===== config.mk =====
export PLATFORM = sky130hd
export DESIGN_NAME = seq_divider_64by32
export DESIGN_NICKNAME = d
export VERILOG_FILES = /design/src/rtl/seq_divider_64by32.sv
export SDC_FILE = /design/constraint.sdc
export NUM_CORES = 1
export LEC_CHECK = 0
export CAP_MARGIN = 20
export CORE_MARGIN = 8
export CORE_UTILIZATION = 35
export DETAILED_ROUTE_END_ITERATION = 10
export SLEW_MARGIN = 20
export SYNTH_ARGS = -nofsm -noshare
export SYNTH_HDL_FRONTEND = slang
export SYNTH_SLANG_ARGS = --single-unit

===== constraint.sdc =====
create_clock -name clk -period 11.8 [get_ports clk]
set_input_delay 1.77 -clock clk [delete_from_list [all_inputs] [get_ports clk]]
set_output_delay 1.77 -clock clk [all_outputs]
set_load 0.01 [all_outputs]

===== src/rtl/seq_divider_64by32.sv =====
// Iterative restoring divider: unsigned DIVIDEND_W / DIVISOR_W, one quotient bit per clock,
// valid/ready handshakes on operand and result sides.
module seq_divider_64by32 #(
    parameter int unsigned DIVIDEND_W = 64,
    parameter int unsigned DIVISOR_W  = 32
) (
    input  logic                  clk,
    input  logic                  rst,
    input  logic                  g_in_valid,
    output logic                  g_in_ready,
    input  logic [DIVIDEND_W-1:0] g_InDividend,
    input  logic [DIVISOR_W-1:0]  g_InDivisor,
    output logic                  g_out_valid,
    input  logic                  g_out_ready,
    output logic [DIVIDEND_W-1:0] g_outQ,
    output logic [DIVISOR_W-1:0]  g_outR,
    output logic                  g_out_dbz
);

    localparam int unsigned REM_W   = DIVISOR_W + 1;
    localparam int unsigned TRIAL_W = DIVISOR_W + 2;
    localparam int unsigned CNT_W   = $clog2(DIVIDEND_W + 1);

    typedef enum logic [1:0] {IDLE, CALC, DONE} state_t;

    state_t                  state;
    logic [CNT_W-1:0]        cnt;
    logic [REM_W-1:0]        rem;
    logic [DIVIDEND_W-1:0]   quo;
    logic [DIVISOR_W-1:0]    dsr;

    logic [TRIAL_W-1:0]      trial;
    logic [TRIAL_W-1:0]      dsr_ext;
    logic                    sub_ok;
    logic [REM_W-1:0]        rem_next;
    logic [DIVIDEND_W-1:0]   quo_next;

    // One restoring step: shift {rem, quo} left, trial-subtract the divisor.
    always_comb begin
        trial    = {rem, quo[DIVIDEND_W-1]};
        dsr_ext  = TRIAL_W'(dsr);
        sub_ok   = (trial >= dsr_ext);
        rem_next = sub_ok ? REM_W'(trial - dsr_ext) : REM_W'(trial);
        quo_next = {quo[DIVIDEND_W-2:0], sub_ok};
    end

    always_ff @(posedge clk or posedge rst) begin
        if (rst) begin
            state       <= IDLE;
            cnt         <= '0;
            rem         <= '0;
            quo         <= '0;
            dsr         <= '0;
            g_in_ready  <= 1'b1;
            g_out_valid <= 1'b0;
            g_outQ      <= '0;
            g_outR      <= '0;
            g_out_dbz   <= 1'b0;
        end else begin
            case (state)
                IDLE: begin
                    if (g_in_valid) begin
                        quo        <= g_InDividend;
                        dsr        <= g_InDivisor;
                        rem        <= '0;
                        cnt        <= CNT_W'(DIVIDEND_W);
                        g_in_ready <= 1'b0;
                        // Zero divisor short-circuits straight to a flagged result.
                        if (g_InDivisor == '0) begin
                            g_outQ      <= '1;
                            g_outR      <= g_InDividend[DIVISOR_W-1:0];
                            g_out_dbz   <= 1'b1;
                            g_out_valid <= 1'b1;
                            state       <= DONE;
                        end else begin
                            state <= CALC;
                        end
                    end
                end
                CALC: begin
                    rem <= rem_next;
                    quo <= quo_next;
                    cnt <= cnt - CNT_W'(1);
                    if (cnt == CNT_W'(1)) begin
                        g_outQ      <= quo_next;
                        g_outR      <= rem_next[DIVISOR_W-1:0];
                        g_out_dbz   <= 1'b0;
                        g_out_valid <= 1'b1;
                        state       <= DONE;
                    end
                end
                DONE: begin
                    if (g_out_ready) begin
                        g_out_valid <= 1'b0;
                        g_in_ready  <= 1'b1;
                        state       <= IDLE;
                    end
                end
                default: state <= IDLE;
            endcase
        end
    end

endmodule


==> results of run 1 <==
## through the flow
step	hold slack [ps]	cell area, um2	setup WS [ps]
6_report	465	15100	7270
2_1_floorplan	434	11900	3530
3_3_place_gp	453	14200	6330
3_5_place_dp	456	14200	6280
4_1_cts	469	15100	6820
5_1_grt	491	15100	7250
## logic make-up (layout without fill, tap and decap cells)
family	after synthesis	after routing	share of synthesized area, %
adder cells (fa/ha/maj)	35	35	3.74
XOR/XNOR	25	25	1.84
flip-flops	237	237	49.8
AO/OA/AOI/OAI	374	374	18.9
buffers and inverters	137	304	4.77
AND/OR/NAND/NOR	563	563	20.0
multiplexers	11	11	0.935
## layout make-up
cell class	count	area, um2	area share [%]
flip-flops and latches	237	5930	39.3
well taps	448	561	3.71
inverters	46	180	1.19
multi-input cells	1008	5460	36.1
repair buffers	211	2110	14.0
clock buffers	43	786	5.20
clock inverters	4	73.8	0.489
## worst paths after layout
kind	start	endpoint	slack, ps	cells after the start
setup / recovery	g_InDivisor[8]	g_outR[15]	7270	9
hold / removal	g_outQ[5]	g_outQ[5]	470	2
setup reg to reg	quo[63]	g_outR[18]	7620	13
hold reg to reg	g_outQ[5]	g_outQ[5]	470	2
max in group asynchronous	rst	dsr[8]	8610	3
min in group asynchronous	rst	quo[42]	1770	2
## cell usage in the layout, fill, tap and decap left out, drive strengths merged, types with 12 or more instances in the layout
master,n
buf,13
ha,34
xnor2,15
and2,36
clkdlybuf4s50,198
inv,47
dfrtp,236
a31oi,97
nor2,77
nor3,16
nor4,12
o21ai,170
a21oi,34
nand2,360
clkbuf,43
nand3,28
a21o,13
## per-layer routing
layer  vias up  part of all wire (%)
met2       251                    45
li1       5059                     -
met3        43                   4.9
met5         -                     0
met1      4944                    48
met4         0                   1.7
## state kept, by name (all words and copies together) (netlist names)
register	cells
cnt	7
g_in_ready	1
state	2
quo	64
g_out_valid	1
g_out_dbz	1
g_outR	32
rem	33
dsr	32
g_outQ	64
## critical path, delay by kind of cell
kind	cells	cell delay, ps
simple gates	3	1200
buf+inv	3	1090
compound gates	3	790
## power groups by stage
stage	clock network [mW]	registers, mW	logic, mW
after detailed placement	0	0.975	0.555
final	0.820	0.964	0.558
after CTS	0.844	0.962	0.555
after global routing	0.875	0.975	0.624
after global placement	0	0.973	0.545
after floorplan	0	0.952	0.406
==> impl_table.tex, run 1 <==
\begin{tabular}{lr}
\hline
Metric & Value \\
\hline
\multicolumn{2}{l}{\textbf{Clocking}} \\
Setup fix buffers added after clock tree synthesis & 0 \\
CTS clock-pin slew for the worst setup and hold paths & 60 ps \\
Worst-Skew Late Latency & 530 ps \\
Cts-stage hold buffer count & 0 \\
Root Buffer & sky130\_fd\_sc\_hd\_\_clkbuf\_16 \\
Number of clock buffers inserted by TritonCTS & 27 \\
Quantity of gates resized following cts & 0 \\
Level count of the clock H-tree & 1 \\
Longest Clk Path Bufs & 3 \\
TritonCTS clock tree & done \\
Clock Sink Count & 237 \\
\multicolumn{2}{l}{\textbf{Setup path}} \\
Cell-by-cell trace of the critical path & clkdlybuf4s50\_1, nor4\_1, nand4\_1, o21ai\_0, and3\_4, buf\_4, buf\_16, o2111ai\_1, o21a\_1 \\
Slowest cell on the critical path & sky130\_fd\_sc\_hd\_\_nor4\_1 \\
Critical path fanouts, max & 89 \\
Critical Path AT & 4950 ps \\
CP Data Required Time & 12220 ps \\
Crit start category & input port \\
Start-to-end type of the worst setup path & in -> reg \\
Largest stage delay, worst path & 600 ps \\
Category of the worst setup path capture point & register \\
\multicolumn{2}{l}{\textbf{Synth}} \\
Most repeated cell in the gate-level netlist after synthesis & sky130\_fd\_sc\_hd\_\_nand2\_1 \\
Fraction of synthesis flops using an asynchronous set or reset pin & 100\% \\
Number of synthesized flops with an enable pin & 0 \\
Synth area leaders & sky130\_fd\_sc\_hd\_\_dfrtp\_1 50\%, sky130\_fd\_sc\_hd\_\_nand2\_1 11\%, sky130\_fd\_sc\_hd\_\_o21ai\_0 6.1\% \\
Yosys top cell area share & 49.6\% \\
Synthesized area & 0.0119 mm2 \\
Cell accounting for the most synthesized area & sky130\_fd\_sc\_hd\_\_dfrtp\_1 \\
Number of unique standard cell types used by synthesis & 64 \\
Yosys Warn Count & 0 \\
Number of instances in the synthesized netlist & 1382 \\
Seq cells post-synth & 237 \\
Post-synthesis net count & 1517 \\
Most used flip-flop cell after synthesis & sky130\_fd\_sc\_hd\_\_dfrtp\_1 \\
Top cells by count, synth & 360 x sky130\_fd\_sc\_hd\_\_nand2\_1, 236 x sky130\_fd\_sc\_hd\_\_dfrtp\_1, 146 x sky130\_fd\_sc\_hd\_\_o21ai\_0 \\
Post-Synthesis Mean Instance Area & 8.62 um2 \\
Portion of the post-synthesis area used by sequential elements & 49.8\% \\
\multicolumn{2}{l}{\textbf{STA}} \\
Timing-limited maximum frequency & 0.221 GHz \\
Post-route clock period utilization & 38.4\% \\
Pins Over Slew Limit & 0 \\
Post-Route Setup TNS & 0 ps \\
Max-slew headroom at the worst pin & 38.5\% \\
Worst-Margin Slew & 922 ps \\
Final critical delay including setup and external delays & 4530 ps \\
Worst Clk Skew & 11.2 ps \\
Final Setup Violations & 0 \\
RSZ-0062 raised after global routing & false \\
Number of failing hold endpoints at the final stage & 0 \\
\multicolumn{2}{l}{\textbf{Power}} \\
Int Pwr & 1.60 mW \\
Part of the total power dissipated in combinational logic & 23.8\% \\
Switching share of power & 31.5\% \\
Total power & 2.34 mW \\
Net Switching & 0.739 mW \\
Total leakage power & 6.77 nW \\
Maximum ir drop on the vdd rail & 0.000103 V \\
Power share of the clock group & 35.0\% \\
Proportion of power drawn by flip-flops and latches & 41.1\% \\
Ratio of total power to cell area & 155 mW/mm2 \\
\multicolumn{2}{l}{\textbf{Finish}} \\
Filler cell count in the final layout & 3306 \\
P\&R area growth vs syn & 26.8\% \\
Final core utilization & 45.0\% \\
Antenna fix cells & 0 \\
Cell Count, Final, Fillers Out & 1997 \\
Nets & 1666 \\
Layout cell share with drive strength beyond 1 & 4.65\% \\
\multicolumn{2}{l}{\textbf{Route}} \\
Antenna viol nets, final & 0 \\
Iteration-0 DRC count of the detailed router & 718 \\
Via count & 10300 \\
Vias/cell & 5.16 \\
Final routed wire length divided by cell count & 18.1 um \\
Detailed Route WL & 36.1 mm \\
Detailed-router iteration count before antenna repair & 5 \\
Drt drc & 0 \\
\multicolumn{2}{l}{\textbf{Die}} \\
Horizontal die dimension & 200 um \\
Die outline height & 200 um \\
IO Count & 199 \\
Standard-cell row count & 67 \\
Initial Utilization & 35.5\% \\
Standard cell core area & 0.0335 mm2 \\
Die ar. & 0.0402 mm2 \\
\multicolumn{2}{l}{\textbf{Global route}} \\
Antenna violations before repair & 0 \\
Largest net degree at the start of global routing & 118 \\
Via count of the first global-routing pass & 10100 \\
Met1 demand-to-capacity share in global routing & 24.8\% \\
Overall fraction of global-route tracks in use & 17.3\% \\
Wire length of the first global-routing pass & 57.5 mm \\
Global route overflow & 0 \\
Met2 demand-to-capacity share in global routing & 27.3\% \\
Most Used Layer, Global Route & met2 \\
Met3 layer usage reported by global route & 2.65\% \\
\multicolumn{2}{l}{\textbf{Run status}} \\
Outcome & finished clean \\
\multicolumn{2}{l}{\textbf{Place}} \\
Count of input and output buffers & 198 \\
Placed instance count & 1948 \\
Detailed placer's ending HPWL & 25.4 mm \\
Weighted congestion reported at the end of routability-driven placement & 0.880 \\
\multicolumn{2}{l}{\textbf{Flow run}} \\
Number of max-cap violations & 0 \\
\multicolumn{2}{l}{\textbf{Hold path}} \\
Hold crit path type & reg -> reg \\
\hline
\end{tabular}
No activity file was read; power rests on OpenSTA's default activity.
==> run 2: changes to the inputs <==
Clock period 11.8 ns to 4.19 ns, I/O delays scaled along.
==> impl_table.tex, run 2 (same netlist as run 1, synthesis figures left out) <==
\begin{tabular}{lr}
\hline
Metric & Value \\
\hline
\multicolumn{2}{l}{\textbf{Run status}} \\
Outcome & finished clean \\
\multicolumn{2}{l}{\textbf{STA}} \\
Timing-limited maximum frequency & 0.295 GHz \\
RSZ-0062 raised after global routing & false \\
Worst hold slack & 461 ps \\
Final critical delay including setup and external delays & 3390 ps \\
Final Setup Violations & 0 \\
Final setup slack of the worst path & 799 ps \\
Max-slew headroom at the worst pin & 49.6\% \\
Post-Route Setup TNS & 0 ps \\
Worst-Margin Slew & 755 ps \\
Number of failing hold endpoints at the final stage & 0 \\
Post-route clock period utilization & 80.9\% \\
Pins Over Slew Limit & 0 \\
Worst Clk Skew & 19.3 ps \\
\multicolumn{2}{l}{\textbf{Clocking}} \\
Worst-Skew Late Latency & 550 ps \\
TritonCTS clock tree & done \\
CTS clock-pin slew for the worst setup and hold paths & 70 ps \\
Setup fix buffers added after clock tree synthesis & 0 \\
Longest Clk Path Bufs & 3 \\
Cts-stage hold buffer count & 0 \\
Clock Sink Count & 237 \\
Number of clock buffers inserted by TritonCTS & 27 \\
Root Buffer & sky130\_fd\_sc\_hd\_\_clkbuf\_16 \\
Quantity of gates resized following cts & 0 \\
Level count of the clock H-tree & 1 \\
\multicolumn{2}{l}{\textbf{Route}} \\
Detailed-router iteration count before antenna repair & 7 \\
Vias/cell & 5.19 \\
Antenna viol nets, final & 0 \\
Amount of wire on met3 after detailed routing & 1.94 mm \\
Via count & 10500 \\
Final routed wire length divided by cell count & 18.8 um \\
Detailed Route WL & 37.9 mm \\
Iteration-0 DRC count of the detailed router & 875 \\
Drt drc & 0 \\
Topmost layer with routed signal wires & met4 \\
Routed length on met2 & 16.6 mm \\
Total routed wire length on the met1 layer & 18.6 mm \\
\multicolumn{2}{l}{\textbf{Die}} \\
Initial Utilization & 35.5\% \\
Standard-cell row count & 67 \\
IO Count & 199 \\
Horizontal die dimension & 200 um \\
Die outline height & 200 um \\
Standard cell core area & 0.0335 mm2 \\
Die ar. & 0.0402 mm2 \\
\multicolumn{2}{l}{\textbf{Global route}} \\
Antenna violations before repair & 0 \\
Global route overflow & 0 \\
Largest net degree at the start of global routing & 82 \\
Wire length of the first global-routing pass & 59.0 mm \\
Via count of the first global-routing pass & 10100 \\
Overall fraction of global-route tracks in use & 18.0\% \\
\multicolumn{2}{l}{\textbf{Finish}} \\
Final core utilization & 45.8\% \\
Cell Count, Final, Fillers Out & 2015 \\
Highest-count cells in the layout ignoring fill and taps & 360 x sky130\_fd\_sc\_hd\_\_nand2\_1, 236 x sky130\_fd\_sc\_hd\_\_dfrtp\_1, 198 x sky130\_fd\_sc\_hd\_\_clkdlybuf4s50\_1 \\
Antenna fix cells & 0 \\
Filler cell count in the final layout & 3301 \\
Multi-input combinational cell area & 0.00546 mm2 \\
Layout cell share with drive strength beyond 1 & 6.25\% \\
Register area & 0.00593 mm2 \\
Top flop regs & g\_outQ x64, quo x64, rem x33 \\
Commonest non-fill, non-tap cell in the layout & sky130\_fd\_sc\_hd\_\_nand2\_1 \\
Nets & 1681 \\
P\&R area growth vs syn & 28.8\% \\
\multicolumn{2}{l}{\textbf{Setup path}} \\
Category of the worst setup path capture point & register \\
CP Data Required Time & 4600 ps \\
Start-to-end type of the worst setup path & reg -> reg \\
Slowest cell on the critical path & sky130\_fd\_sc\_hd\_\_fa\_1 \\
Most frequent cell on the critical path & sky130\_fd\_sc\_hd\_\_o21ai\_1 \\
Cell-by-cell trace of the critical path & inv\_1, ha\_1, inv\_1, fa\_1, a211oi\_1, o21ai\_1, o21ai\_1, a21boi\_1, o21a\_1, o21a\_1, or2\_1, buf\_4, o21ai\_1, a31oi\_1 \\
Critical Path AT & 3800 ps \\
Crit start category & register \\
FF-to-FF setup slack & 800 ps \\
Critical path fanouts, max & 24 \\
Largest stage delay, worst path & 410 ps \\
\multicolumn{2}{l}{\textbf{Power}} \\
Maximum ir drop on the vdd rail & 0.000320 V \\
Ratio of total power to cell area & 446 mW/mm2 \\
Total leakage power & 6.90 nW \\
\multicolumn{2}{l}{\textbf{Hold path}} \\
Hold crit path type & in -> async \\
\multicolumn{2}{l}{\textbf{Place}} \\
Detailed placer's ending HPWL & 27.3 mm \\
Placed instance count & 1964 \\
Weighted congestion reported at the end of routability-driven placement & 0.917 \\
Worst setup slack after placement & 787 ps \\
Count of input and output buffers & 198 \\
\multicolumn{2}{l}{\textbf{Flow run}} \\
Number of max-cap violations & 0 \\
\hline
\end{tabular}
[run 2: cell count changes in the layout (fill, tap and decap cells not counted)]
cell / delta
sky130_fd_sc_hd__clkbuf_8: +2
sky130_fd_sc_hd__buf_12: +6
sky130_fd_sc_hd__buf_4: +10
sky130_fd_sc_hd__clkinv_2: +7
sky130_fd_sc_hd__dfrtp_1: +1
sky130_fd_sc_hd__bufinv_16: +1
sky130_fd_sc_hd__dfrtp_2: -1
sky130_fd_sc_hd__clkbuf_1: -9
sky130_fd_sc_hd__buf_16: -1
sky130_fd_sc_hd__clkinvlp_4: +3
sky130_fd_sc_hd__inv_8: -1
[run 2: worst paths after layout]
path	to	from	cells past startpoint
setup / recovery	g_outR[0]	quo[63]	14
min in group clk	cnt[6]	cnt[6]	1
hold reg to reg	cnt[6]	cnt[6]	1
hold / removal	g_outQ[41]	rst	2
max in group asynchronous	g_in_ready	rst	4
setup reg to reg	g_outR[0]	quo[63]	14
[run 2: metrics by stage]
step	instance area (um2)	total power, mW
global route	15300	7.17
floorplan	11900	3.82
CTS	15300	6.88
detailed placement	14400	4.38
global placement	14400	4.36
finish	15300	6.85
[run 2: area by class of cell]
type / count / area share (%)
Sequential cell: 237 / 38.7
Clock buffer: 36 / 5.08
Inverter: 46 / 1.15
Tap cell: 448 / 3.65
Clock inverter: 14 / 1.00
Timing Repair Buffer: 226 / 14.9
Multi-Input combinational cell: 1008 / 35.6
[run 2: power by group]
part	internal [mW]	switching, mW
logic	0.665	0.957
registers	2.51	0.240
clock network	1.49	0.987
[run 2: worst max-delay path: cells and delay by family, from the launching register on]
kind	cells	cell delay (ps)
AOI/OAI and AO/OA	8	1660
adders and majority gates	2	580
buffers and inverters	3	400
DFF	1	380
and+or+nand+nor	1	220
[run 2: layer usage]
layer / track usage, % / up-vias
li1: - / 5102
met1: 26.9 / 5024
met2: 27.0 / 289
met3: 2.61 / 52
met4: 4.26 / 0
met5: 0 / -
==> run 3: changes to the inputs <==
Clock period 4.19 ns to 2.8 ns, I/O delays scaled along.
==> impl_table.tex, run 3 (same netlist as run 1, synthesis figures left out) <==
\begin{tabular}{lr}
\hline
Metric & Value \\
\hline
\multicolumn{2}{l}{\textbf{Die}} \\
Standard-cell row count & 67 \\
Horizontal die dimension & 200 um \\
IO Count & 199 \\
Initial Utilization & 35.5\% \\
Die outline height & 200 um \\
Die ar. & 0.0402 mm2 \\
Standard cell core area & 0.0335 mm2 \\
\multicolumn{2}{l}{\textbf{Clocking}} \\
Cts-stage hold buffer count & 0 \\
Longest Clk Path Bufs & 3 \\
CTS clock-pin slew for the worst setup and hold paths & 70 ps \\
Level count of the clock H-tree & 1 \\
Number of clock buffers inserted by TritonCTS & 27 \\
Worst-Skew Late Latency & 530 ps \\
Root Buffer & sky130\_fd\_sc\_hd\_\_clkbuf\_16 \\
Clock Sink Count & 237 \\
TritonCTS clock tree & done \\
\multicolumn{2}{l}{\textbf{Route}} \\
Detailed-router iteration count before antenna repair & 5 \\
Via count & 11000 \\
Antenna viol nets, final & 0 \\
Final routed wire length divided by cell count & 18.6 um \\
Detailed Route WL & 39.7 mm \\
Drt drc & 0 \\
Iteration-0 DRC count of the detailed router & 811 \\
Vias/cell & 5.17 \\
\multicolumn{2}{l}{\textbf{Finish}} \\
Filler cell count in the final layout & 3120 \\
Layout cell share with drive strength beyond 1 & 16.7\% \\
Antenna fix cells & 0 \\
Commonest non-fill, non-tap cell in the layout & sky130\_fd\_sc\_hd\_\_nand2\_1 \\
Multi-input combinational cell area & 0.00604 mm2 \\
Top flop regs & g\_outQ x64, quo x64, rem x33 \\
Nets & 1794 \\
P\&R area growth vs syn & 42.7\% \\
Register area & 0.00593 mm2 \\
Highest-count cells in the layout ignoring fill and taps & 358 x sky130\_fd\_sc\_hd\_\_nand2\_1, 236 x sky130\_fd\_sc\_hd\_\_dfrtp\_1, 198 x sky130\_fd\_sc\_hd\_\_clkdlybuf4s50\_1 \\
\multicolumn{2}{l}{\textbf{STA}} \\
Final critical delay including setup and external delays & 2940 ps \\
Post-Route Setup TNS & -2680 ps \\
Max-slew headroom at the worst pin & 42.7\% \\
RSZ-0062 raised after global routing & true \\
Final Setup Violations & 52 \\
Worst-Margin Slew & 859 ps \\
Timing-limited maximum frequency & 0.341 GHz \\
Number of failing hold endpoints at the final stage & 0 \\
Post-route clock period utilization & 105\% \\
Final setup slack of the worst path & -135 ps \\
Worst Clk Skew & 19.7 ps \\
Pins Over Slew Limit & 0 \\
\multicolumn{2}{l}{\textbf{Global route}} \\
Via count of the first global-routing pass & 10900 \\
Largest net degree at the start of global routing & 78 \\
Overall fraction of global-route tracks in use & 18.9\% \\
Global route overflow & 0 \\
Wire length of the first global-routing pass & 62.6 mm \\
Antenna violations before repair & 0 \\
\multicolumn{2}{l}{\textbf{Place}} \\
Detailed placer's ending HPWL & 28.5 mm \\
Count of input and output buffers & 198 \\
Weighted congestion reported at the end of routability-driven placement & 0.884 \\
\multicolumn{2}{l}{\textbf{Setup path}} \\
Largest stage delay, worst path & 420 ps \\
FF-to-FF setup slack & -140 ps \\
Critical path fanouts, max & 7 \\
CP Data Required Time & 3240 ps \\
Cell-by-cell trace of the critical path & inv\_2, ha\_4, inv\_2, fa\_2, a211oi\_2, o21ai\_2, o21ai\_2, a21boi\_2, o21a\_1, o21a\_1, or2\_4, buf\_12, a211o\_1, a31oi\_1 \\
Worst reg2reg endpoint & g\_outR[30] \\
Category of the worst setup path capture point & register \\
Launch point of the worst reg-to-reg path & quo[63] \\
Critical Path Start & quo[63] \\
Buffers \& Inverters on Critical Path & 3 \\
Crit path max-delay family & compound AO/OA/AOI/OAI gates \\
Total number of cells along the worst setup path & 14 \\
Slowest cell on the critical path & sky130\_fd\_sc\_hd\_\_dfrtp\_1 \\
Crit start category & register \\
Start-to-end type of the worst setup path & reg -> reg \\
R2R depth & 14 \\
Critical Path AT & 3380 ps \\
CP Capture Point & g\_outR[30] \\
\multicolumn{2}{l}{\textbf{Power}} \\
Total leakage power & 7.64 nW \\
Total power & 11.8 mW \\
Maximum ir drop on the vdd rail & 0.000563 V \\
Ratio of total power to cell area & 696 mW/mm2 \\
\multicolumn{2}{l}{\textbf{Run status}} \\
Outcome & finished with violations \\
Violated checks & negative setup slack \\
\multicolumn{2}{l}{\textbf{Flow run}} \\
Number of max-cap violations & 0 \\
\multicolumn{2}{l}{\textbf{Hold path}} \\
Hold crit path type & in -> async \\
\hline
\end{tabular}
## run 3: cell types whose count changed in the layout (fill, tap and decap cells not counted), moves of 7 or more
| cell | previous run | this run |
|---|---|---|
| sky130_fd_sc_hd__buf_6 | 0 | 9 |
| sky130_fd_sc_hd__nand3_1 | 27 | 11 |
| sky130_fd_sc_hd__a31oi_1 | 97 | 87 |
| sky130_fd_sc_hd__a31oi_4 | 0 | 8 |
| sky130_fd_sc_hd__buf_4 | 21 | 110 |
| sky130_fd_sc_hd__mux2i_1 | 10 | 3 |
| sky130_fd_sc_hd__buf_12 | 7 | 20 |
| sky130_fd_sc_hd__nand3_2 | 0 | 10 |
## run 3: layer usage
layer | up-vias | part of all wire, % | GRT usage [%]
met2 | 320 | 45 | 29.3
met1 | 5314 | 47 | 27.6
met5 | - | 0 | 0
li1 | 5322 | - | -
met3 | 47 | 5.4 | 2.60
met4 | 0 | 2.0 | 4.39
## run 3: area by class of cell
class                   instances  area share, %
multi-input cells            1008           35.5
flip-flops and latches        237           34.9
repair buffers                339           19.6
clock buffers                  37           4.61
well taps                     448           3.30
inverters                      46           1.04
clock inverters                12          0.979
## run 3: worst min-delay path by stage
stage	startpoint	to	cells past startpoint	slack, ps
final	rst	g_outQ[5]	2	230
after global routing	rst	g_outQ[5]	2	270
after CTS	rst	g_outQ[5]	2	230
after detailed placement	g_outQ[25]	g_outQ[25]	2	450
after global placement	g_outQ[42]	g_outQ[42]	2	450
after floorplan	cnt[6]	cnt[6]	1	430
## run 3: repair_timing
item | CTS | global route
setup buffers | 5 | 3
pin swaps | 8 | 18
cloned | 2 | 0
endpoints found under the setup margin | 67 | 67
gates resized for setup | 60 | 53
endpoints found under the hold margin | 0 | 0
## run 3: worst reg2reg max path, delay by kind of cell (launching register included)
kind / cells / cell delay (ps)
adders and majority gates: 2 / 480
DFF: 1 / 420
and+or+nand+nor: 1 / 280
AOI/OAI and AO/OA: 8 / 1390
buffers and inverters: 3 / 280
## run 3: per-stage QoR
step	hold WS [ps]	util (%)	setup WS, ps	instances	area [um2]
after floorplan	434	-	-725	1382	12000
after global placement	450	45.9	-185	2068	15400
after detailed placement	455	45.9	-183	2068	15400
after CTS	227	49.8	-135	2124	16700
after global routing	268	50.7	-308	2127	17000
final	230	50.7	-135	2127	17000
## run 3: power by group
part,switching [mW],internal [mW]
clock,1.46,2.32
sequential,0.410,3.76
combinational,1.95,1.94
